`config.mk`:
```
export PLATFORM = sky130hd
export DESIGN_NAME = pipeline_ctrl_flat
export DESIGN_NICKNAME = d
export VERILOG_FILES = /design/src/rtl/pipeline_ctrl_if.sv /design/src/rtl/pipeline_ctrl.sv /design/src/flat_wrapper.sv
export SDC_FILE = /design/constraint.sdc
export NUM_CORES = 1
export LEC_CHECK = 0
export BUFFER_PORTS_ARGS = -buffer_cell sky130_fd_sc_hd__buf_2
export CAP_MARGIN = 10
export CORE_AREA = 2 2 39 41
export DETAILED_ROUTE_END_ITERATION = 12
export DIE_AREA = 0 0 41 43
export SYNTH_ARGS = -nofsm -noshare
export SYNTH_HDL_FRONTEND = slang
export SYNTH_SLANG_ARGS = --single-unit
export TNS_END_PERCENT = 30
```
`constraint.sdc`:
```
create_clock -name clk -period 4.4 [get_ports clk]
set_clock_uncertainty 0.1 [all_clocks]
set_input_delay 0.88 -clock clk [delete_from_list [all_inputs] [get_ports clk]]
set_output_delay 0.88 -clock clk [all_outputs]
set_load 0.05 [all_outputs]
```
`src/rtl/pipeline_ctrl_if.sv`:
```
// rtl/pipeline_ctrl_if.sv - stall/flush request inputs and pipeline-register control outputs
// master drives the hazard/cache requests; slave is the scheduler that answers with enables and flushes.
interface pipeline_ctrl_if;
  logic       is_hazard;
  logic       mispredict;
  logic       ecall_halt;
  logic       icache_ready;
  logic       dcache_req;
  logic       dcache_ready;
  logic       pc_write;
  logic       if_id_write;
  logic       if_id_flush;
  logic       id_ex_write;
  logic       id_ex_flush;
  logic       ex_mem_write;
  logic       mem_wb_write;
  logic       is_halted;
  logic [1:0] state;

  modport master (
    output is_hazard, mispredict, ecall_halt, icache_ready, dcache_req, dcache_ready,
    input  pc_write, if_id_write, if_id_flush, id_ex_write, id_ex_flush,
           ex_mem_write, mem_wb_write, is_halted, state
  );

  modport slave (
    input  is_hazard, mispredict, ecall_halt, icache_ready, dcache_req, dcache_ready,
    output pc_write, if_id_write, if_id_flush, id_ex_write, id_ex_flush,
           ex_mem_write, mem_wb_write, is_halted, state
  );
endinterface

```
`src/rtl/pipeline_ctrl.sv`:
```
// rtl/pipeline_ctrl.sv - stall/flush scheduler and end-of-program drain sequencer for the 5-stage pipeline
// Optional stall/flush/dmiss counters are built when PIPE_STALL_CNT_EN is defined.
module pipeline_ctrl #(
  parameter int DRAIN_CYCLES = 2,
  parameter int CNT_W        = 32
) (
  input  logic             clk,
  input  logic             reset,
  pipeline_ctrl_if.slave   pif
`ifdef PIPE_STALL_CNT_EN
  ,
  output logic [CNT_W-1:0] stall_cycles,
  output logic [CNT_W-1:0] flush_count,
  output logic [CNT_W-1:0] dmiss_cycles
`endif
);

  typedef enum logic [1:0] {
    RUN    = 2'd0,
    DMISS  = 2'd1,
    DRAIN  = 2'd2,
    HALTED = 2'd3
  } state_e;

  localparam int DW = (DRAIN_CYCLES < 2) ? 1 : $clog2(DRAIN_CYCLES + 1);

  state_e          state_q, state_d;
  state_e          ret_q, ret_d;
  logic [DW-1:0]   cnt_q, cnt_d;
  logic            freeze;

  logic pc_write, if_id_write, if_id_flush, id_ex_write, id_ex_flush;
  logic ex_mem_write, mem_wb_write, is_halted;

  assign freeze = pif.dcache_req & ~pif.dcache_ready;

  always_ff @(posedge clk) begin
    if (reset) begin
      state_q <= RUN;
      ret_q   <= RUN;
      cnt_q   <= '0;
    end else begin
      state_q <= state_d;
      ret_q   <= ret_d;
      cnt_q   <= cnt_d;
    end
  end

  // The D-miss release cycle is a real pipeline advance, so a pending drain counts it.
  always_comb begin
    state_d = state_q;
    ret_d   = ret_q;
    cnt_d   = cnt_q;
    case (state_q)
      RUN: begin
        if (freeze) begin
          state_d = DMISS;
          ret_d   = RUN;
        end else if (pif.ecall_halt) begin
          cnt_d   = DW'(DRAIN_CYCLES);
          state_d = DRAIN;
        end
      end
      DMISS: begin
        if (!freeze) begin
          if (ret_q == DRAIN) begin
            cnt_d   = cnt_q - 1'b1;
            state_d = (cnt_q == DW'(1)) ? HALTED : DRAIN;
          end else begin
            state_d = RUN;
          end
        end
      end
      DRAIN: begin
        if (freeze) begin
          state_d = DMISS;
          ret_d   = DRAIN;
        end else begin
          cnt_d = cnt_q - 1'b1;
          if (cnt_q == DW'(1)) state_d = HALTED;
        end
      end
      default: ;
    endcase
  end

  always_comb begin
    pc_write     = 1'b1;
    if_id_write  = 1'b1;
    if_id_flush  = 1'b0;
    id_ex_write  = 1'b1;
    id_ex_flush  = 1'b0;
    ex_mem_write = 1'b1;
    mem_wb_write = 1'b1;
    is_halted    = 1'b0;
    if (reset) begin
      {pc_write, if_id_write, id_ex_write, ex_mem_write, mem_wb_write} = '0;
      if_id_flush = 1'b1;
      id_ex_flush = 1'b1;
    end else if (state_q == HALTED || freeze) begin
      {pc_write, if_id_write, id_ex_write, ex_mem_write, mem_wb_write} = '0;
      is_halted = (state_q == HALTED);
    end else if (state_q == DRAIN || (state_q == DMISS && ret_q == DRAIN) ||
                 (state_q == RUN && pif.ecall_halt)) begin
      pc_write    = 1'b0;
      if_id_flush = 1'b1;
      id_ex_flush = 1'b1;
    end else if (state_q == RUN) begin
      if (pif.mispredict) begin
        if_id_flush = 1'b1;
        id_ex_flush = 1'b1;
      end else if (pif.is_hazard) begin
        pc_write    = 1'b0;
        if_id_write = 1'b0;
        id_ex_flush = 1'b1;
      end else if (!pif.icache_ready) begin
        pc_write    = 1'b0;
        if_id_flush = 1'b1;
      end
    end
  end

  assign pif.pc_write     = pc_write;
  assign pif.if_id_write  = if_id_write;
  assign pif.if_id_flush  = if_id_flush;
  assign pif.id_ex_write  = id_ex_write;
  assign pif.id_ex_flush  = id_ex_flush;
  assign pif.ex_mem_write = ex_mem_write;
  assign pif.mem_wb_write = mem_wb_write;
  assign pif.is_halted    = is_halted;
  assign pif.state        = state_q;

`ifdef PIPE_STALL_CNT_EN
  logic [CNT_W-1:0] stall_cycles_q, stall_cycles_d;
  logic [CNT_W-1:0] flush_count_q, flush_count_d;
  logic [CNT_W-1:0] dmiss_cycles_q, dmiss_cycles_d;
  logic             stall_inc, flush_inc, dmiss_inc;

  assign stall_inc = (state_q == RUN || state_q == DMISS) & ~pc_write;
  assign flush_inc = (state_q == RUN) & ~freeze & ~pif.ecall_halt & pif.mispredict;
  assign dmiss_inc = (state_q != HALTED) & freeze;

  always_comb begin
    stall_cycles_d = stall_cycles_q;
    flush_count_d  = flush_count_q;
    dmiss_cycles_d = dmiss_cycles_q;
    if (stall_inc && !(&stall_cycles_q)) stall_cycles_d = stall_cycles_q + 1'b1;
    if (flush_inc && !(&flush_count_q))  flush_count_d  = flush_count_q + 1'b1;
    if (dmiss_inc && !(&dmiss_cycles_q)) dmiss_cycles_d = dmiss_cycles_q + 1'b1;
  end

  always_ff @(posedge clk) begin
    if (reset) begin
      stall_cycles_q <= '0;
      flush_count_q  <= '0;
      dmiss_cycles_q <= '0;
    end else begin
      stall_cycles_q <= stall_cycles_d;
      flush_count_q  <= flush_count_d;
      dmiss_cycles_q <= dmiss_cycles_d;
    end
  end

  assign stall_cycles = stall_cycles_q;
  assign flush_count  = flush_count_q;
  assign dmiss_cycles = dmiss_cycles_q;
`endif

endmodule

```
`src/flat_wrapper.sv`:
```
// flat-port wrapper written by rule: the top's interface ports become plain ports
module pipeline_ctrl_flat 
#(
  parameter int DRAIN_CYCLES = 2,
  parameter int CNT_W        = 32
)
  (clk, reset, pif_is_hazard, pif_mispredict, pif_ecall_halt, pif_icache_ready, pif_dcache_req, pif_dcache_ready, pif_pc_write, pif_if_id_write, pif_if_id_flush, pif_id_ex_write, pif_id_ex_flush, pif_ex_mem_write, pif_mem_wb_write, pif_is_halted, pif_state);
  pipeline_ctrl_if pif_i ();
  input  logic clk;
  input  logic reset;
  input wire logic [$bits(pif_i.is_hazard)-1:0] pif_is_hazard;
  input wire logic [$bits(pif_i.mispredict)-1:0] pif_mispredict;
  input wire logic [$bits(pif_i.ecall_halt)-1:0] pif_ecall_halt;
  input wire logic [$bits(pif_i.icache_ready)-1:0] pif_icache_ready;
  input wire logic [$bits(pif_i.dcache_req)-1:0] pif_dcache_req;
  input wire logic [$bits(pif_i.dcache_ready)-1:0] pif_dcache_ready;
  output wire logic [$bits(pif_i.pc_write)-1:0] pif_pc_write;
  output wire logic [$bits(pif_i.if_id_write)-1:0] pif_if_id_write;
  output wire logic [$bits(pif_i.if_id_flush)-1:0] pif_if_id_flush;
  output wire logic [$bits(pif_i.id_ex_write)-1:0] pif_id_ex_write;
  output wire logic [$bits(pif_i.id_ex_flush)-1:0] pif_id_ex_flush;
  output wire logic [$bits(pif_i.ex_mem_write)-1:0] pif_ex_mem_write;
  output wire logic [$bits(pif_i.mem_wb_write)-1:0] pif_mem_wb_write;
  output wire logic [$bits(pif_i.is_halted)-1:0] pif_is_halted;
  output wire logic [$bits(pif_i.state)-1:0] pif_state;
  assign pif_i.is_hazard = pif_is_hazard;
  assign pif_i.mispredict = pif_mispredict;
  assign pif_i.ecall_halt = pif_ecall_halt;
  assign pif_i.icache_ready = pif_icache_ready;
  assign pif_i.dcache_req = pif_dcache_req;
  assign pif_i.dcache_ready = pif_dcache_ready;
  assign pif_pc_write = pif_i.pc_write;
  assign pif_if_id_write = pif_i.if_id_write;
  assign pif_if_id_flush = pif_i.if_id_flush;
  assign pif_id_ex_write = pif_i.id_ex_write;
  assign pif_id_ex_flush = pif_i.id_ex_flush;
  assign pif_ex_mem_write = pif_i.ex_mem_write;
  assign pif_mem_wb_write = pif_i.mem_wb_write;
  assign pif_is_halted = pif_i.is_halted;
  assign pif_state = pif_i.state;
  pipeline_ctrl #(.DRAIN_CYCLES(DRAIN_CYCLES), .CNT_W(CNT_W)) u_core (.clk(clk), .reset(reset), .pif(pif_i));
endmodule
```
==> flow_metrics.tcl <==
set metrics [dict create \
    result_of_the_run "completed" \
    worst-setup-path-type "flip-flop to output port" \
    timing.critical_path.slowest_cell_delay_ns 0.39 \
    core_sq_um 1380 \
    preCtsSetupSlack_ns 1.48 \
    dp.cells 94 \
    chipWidth_microns 41 \
    synth_edf_count 0 \
    worstHoldPathCells 2 \
    global_route_wire_length_before_repair_microns 1860 \
    worstSetupPathDepth 6 \
    synthDistinctLibCells 31 \
    reg2reg_depth 6 \
    hold_bufs_at_cts 0 \
    utilization_pct 45.7 \
    cts_sinks 5 \
    die_area_sq_um 1760 \
    min_period_over_period_pct 66.7 \
    cell_breakdown_of_the_critical_path "inv_1 > ha_1 > a21oi_1 > a21boi_0 > o311a_1 > buf_2" \
    netlist_area_sq_um 515 \
    critPathMaxFanout 5 \
    clkLatencyLatePin_ns 0.24 \
    dr_total_vias 507 \
    detailed_place_hpwl_microns 834 \
    critical_path.n_buffers_inverters 2 \
    hold_path.class "flip-flop to flip-flop" \
    power.static_leakage_uw 0.000314 \
    cts_tree "built" \
    vias_per_cell 5.17 \
    drt_pre_antenna_iters 4 \
    design.portCount 18 \
    floorplan.initialDensity_pct 37.3 \
    postSynth.topFlopCell "sky130_fd_sc_hd__dfxtp_1" \
    yosys_register_bits 5 \
    crit_required_ns 3.42 \
    gpl.final_weighted_congestion 0.767 \
    clkSlewWorstSetupHoldPaths_ns 0.04 \
    gr-total-overflow 0 \
    final-hold-violation-count 0 \
    flow.area_growth_from_synthesis_pct 22.6 \
    mean_instance_size_in_the_synthesized_netlist_sq_um 8.05 \
    timing.hold.worst_endpoint "u_core.cnt_q[0]" \
    setup_violations 0 \
    tns_ns 0 \
    cts_buffers 3 \
    sequential_element_share_of_the_synthesized_area_pct 19.4 \
    syn-num-nets 78 \
    grt_pass1_vias 450 \
    root_buffer "sky130_fd_sc_hd__clkbuf_4" \
    die_y_microns 43 \
    antenna_violating_nets_post_route 0 \
    worst_path_max_delay_cell "sky130_fd_sc_hd__dfxtp_1" \
    reg2reg_to "u_core.pif.state[0]" \
    critPathCaptureType "output port" \
    clock_h_tree_levels 1 \
    post-route-drc-count 0 \
    post-route-cell-area_sq_um 632 \
    numPortBuffers 17 \
    cts.path.max_buffers 2 \
    post_cts_resize_count 0 \
    antenna_violations_before_repair 0 \
    maxClockFrequency_ghz 0.341 \
    layout_min_cycle_time_ns 2.93 \
    grt_max_degree 11 \
    num-nets-final 97 \
    groute.usage.overall_pct 15.3 \
    drt_wl_total_microns 1080 \
    antennaDiodeCount 0 \
    max_cap_violations 0 \
    worst_hold_startpoint "u_core.cnt_q[0]" \
    reg2reg_from "u_core.pif.state[0]" \
    ys_async_sr_fraction_pct 0 \
    placedInstanceArea_sq_um 606 \
    ir_worst_vdd_mv 0.315 \
    powerDensity_nw_per_um2 599 \
    final_layout_size_suffix_gt1_share_pct 31.7 \
    synthesis.yosys.warnings 0 \
    post_drt_wl_per_cell_microns 11.0 \
    timing.max_slew.rel_slack_pct 79.3 \
    fin_ws_ns 1.47 \
    critPathArrivalTime_ns 1.95 \
    critPathTopFamily "compound AO/OA/AOI/OAI gates" \
    grt_setup_unrepaired "no" \
    pin_slew_with_the_least_headroom_to_its_limit_ns 0.308 \
    core.rowCount 14 \
    detailedRoute.firstIterationViolations 16 \
    synth_cells 64 \
    worst_setup_path_start_kind "flip-flop" \
    post_cts_buffers 0 \
    drv_slew 0 \
    stdcell_count 98 \
    reg2reg_slack_ns 2.61 \
]
[per-stage QoR]
step / hold slack, ns / power (uW)
3_5_place_dp: 0.380 / 326
5_1_grt: 0.412 / 419
6_report: 0.385 / 378
2_1_floorplan: 0.347 / 281
3_3_place_gp: 0.365 / 325
4_1_cts: 0.386 / 381
[cells in the mapped netlist, drive strengths merged (2+ instances only)]
| cell | n | area [sq um] |
|---|---|---|
| a21boi | 2 | 15.0 |
| a21o | 3 | 22.5 |
| a21oi | 2 | 10.0 |
| a31oi | 2 | 12.5 |
| and3 | 2 | 17.5 |
| buf | 3 | 20.0 |
| dfxtp | 5 | 100 |
| ha | 6 | 75.1 |
| inv | 7 | 26.3 |
| nand2 | 4 | 15.0 |
| nand2b | 4 | 25.0 |
| nor2 | 4 | 15.0 |
| nor2b | 2 | 12.5 |
| o21ai | 2 | 10.0 |
| o31ai | 2 | 15.0 |
[report_power, final]
part	internal [uW]	switching (uW)	leakage, uW
Combinational	88.3	163	0.000258
Clock	34.3	18.4	0.0000150
Sequential	60.5	13.6	0.0000411
[placed cells by master, fill, tap and decap left out]
master and n:
sky130_fd_sc_hd__nand2b_1 4, sky130_fd_sc_hd__nor3_2 1, sky130_fd_sc_hd__o2bb2ai_1 1, sky130_fd_sc_hd__a32oi_1 1, sky130_fd_sc_hd__nand3b_1 1, sky130_fd_sc_hd__clkbuf_4 3, sky130_fd_sc_hd__o221ai_1 1, sky130_fd_sc_hd__o311a_1 1
sky130_fd_sc_hd__or3_2 1, sky130_fd_sc_hd__nor4b_1 1, sky130_fd_sc_hd__dfxtp_1 5, sky130_fd_sc_hd__nor3b_1 1, sky130_fd_sc_hd__and2b_2 1, sky130_fd_sc_hd__a311oi_2 1, sky130_fd_sc_hd__and3_4 1, sky130_fd_sc_hd__and3_1 1
sky130_fd_sc_hd__a21oi_1 2, sky130_fd_sc_hd__buf_2 17, sky130_fd_sc_hd__or4_1 1, sky130_fd_sc_hd__inv_1 7, sky130_fd_sc_hd__o21ai_0 2, sky130_fd_sc_hd__a31oi_1 2, sky130_fd_sc_hd__nand2_1 4, sky130_fd_sc_hd__a21o_1 3
sky130_fd_sc_hd__a21boi_0 2, sky130_fd_sc_hd__and3b_2 1, sky130_fd_sc_hd__mux2i_1 1, sky130_fd_sc_hd__nor2_1 4, sky130_fd_sc_hd__o31ai_1 2, sky130_fd_sc_hd__clkbuf_1 1, sky130_fd_sc_hd__nor2b_1 2, sky130_fd_sc_hd__ha_1 6
[cell type report]
type / count / area, sq um
fill: 145 / 752
multi-input combinational: 49 / 374
sequential: 5 / 100
timing repair buffer: 17 / 85.1
clock buffer: 4 / 26.3
inverter: 7 / 26.3
tap: 16 / 20.0
[registers in the layout (all words and copies together) (netlist names)]
| signal | flops |
|---|---|
| u_core.ret_q | 1 |
| u_core.pif.state | 2 |
| u_core.cnt_q | 2 |
[layer usage]
| metal | wire length, microns | part of all wire, % | vias up | track usage (%) |
|---|---|---|---|---|
| met5 | 0 | 0 | - | 0 |
| met4 | 0 | 0 | 0 | 6.00 |
| met3 | 80 | 7.4 | 0 | 4.71 |
| met2 | 476 | 44 | 19 | 22.2 |
| met1 | 518 | 48 | 221 | 20.3 |
| li1 | - | - | 267 | - |
[logic make-up (layout without fill, tap and decap cells)]
family | after synthesis | in the layout | share of synthesized area, %
buffers and inverters | 10 | 28 | 8.98
flip-flops | 5 | 5 | 19.4
AO/OA/AOI/OAI | 18 | 18 | 26.5
adder cells (fa/ha/maj) | 6 | 6 | 14.6
AND/OR/NAND/NOR | 24 | 24 | 28.6
multiplexers | 1 | 1 | 1.94
[worst reg2reg max path, cell delays in order, from the launching register on]
cell and delay [ns]:
sky130_fd_sc_hd__dfxtp_1 0.39, sky130_fd_sc_hd__inv_1 0.11, sky130_fd_sc_hd__ha_1 0.38, sky130_fd_sc_hd__nand2b_1 0.12
sky130_fd_sc_hd__o221ai_1 0.11, sky130_fd_sc_hd__or3_2 0.42, sky130_fd_sc_hd__o31ai_1 0.07
[worst max path at each step]
stage	start	endpoint	slack, ns
floorplan	pif_dcache_ready	pif_if_id_write	0.36
global placement	pif_dcache_ready	pif_if_id_write	1.55
detailed placement	pif_dcache_ready	pif_if_id_write	1.48
CTS	u_core.pif.state[1]	pif_pc_write	1.45
global route	u_core.pif.state[1]	pif_pc_write	1.26
finish	u_core.pif.state[1]	pif_pc_write	1.47
Power figures use the tool's default switching activity.
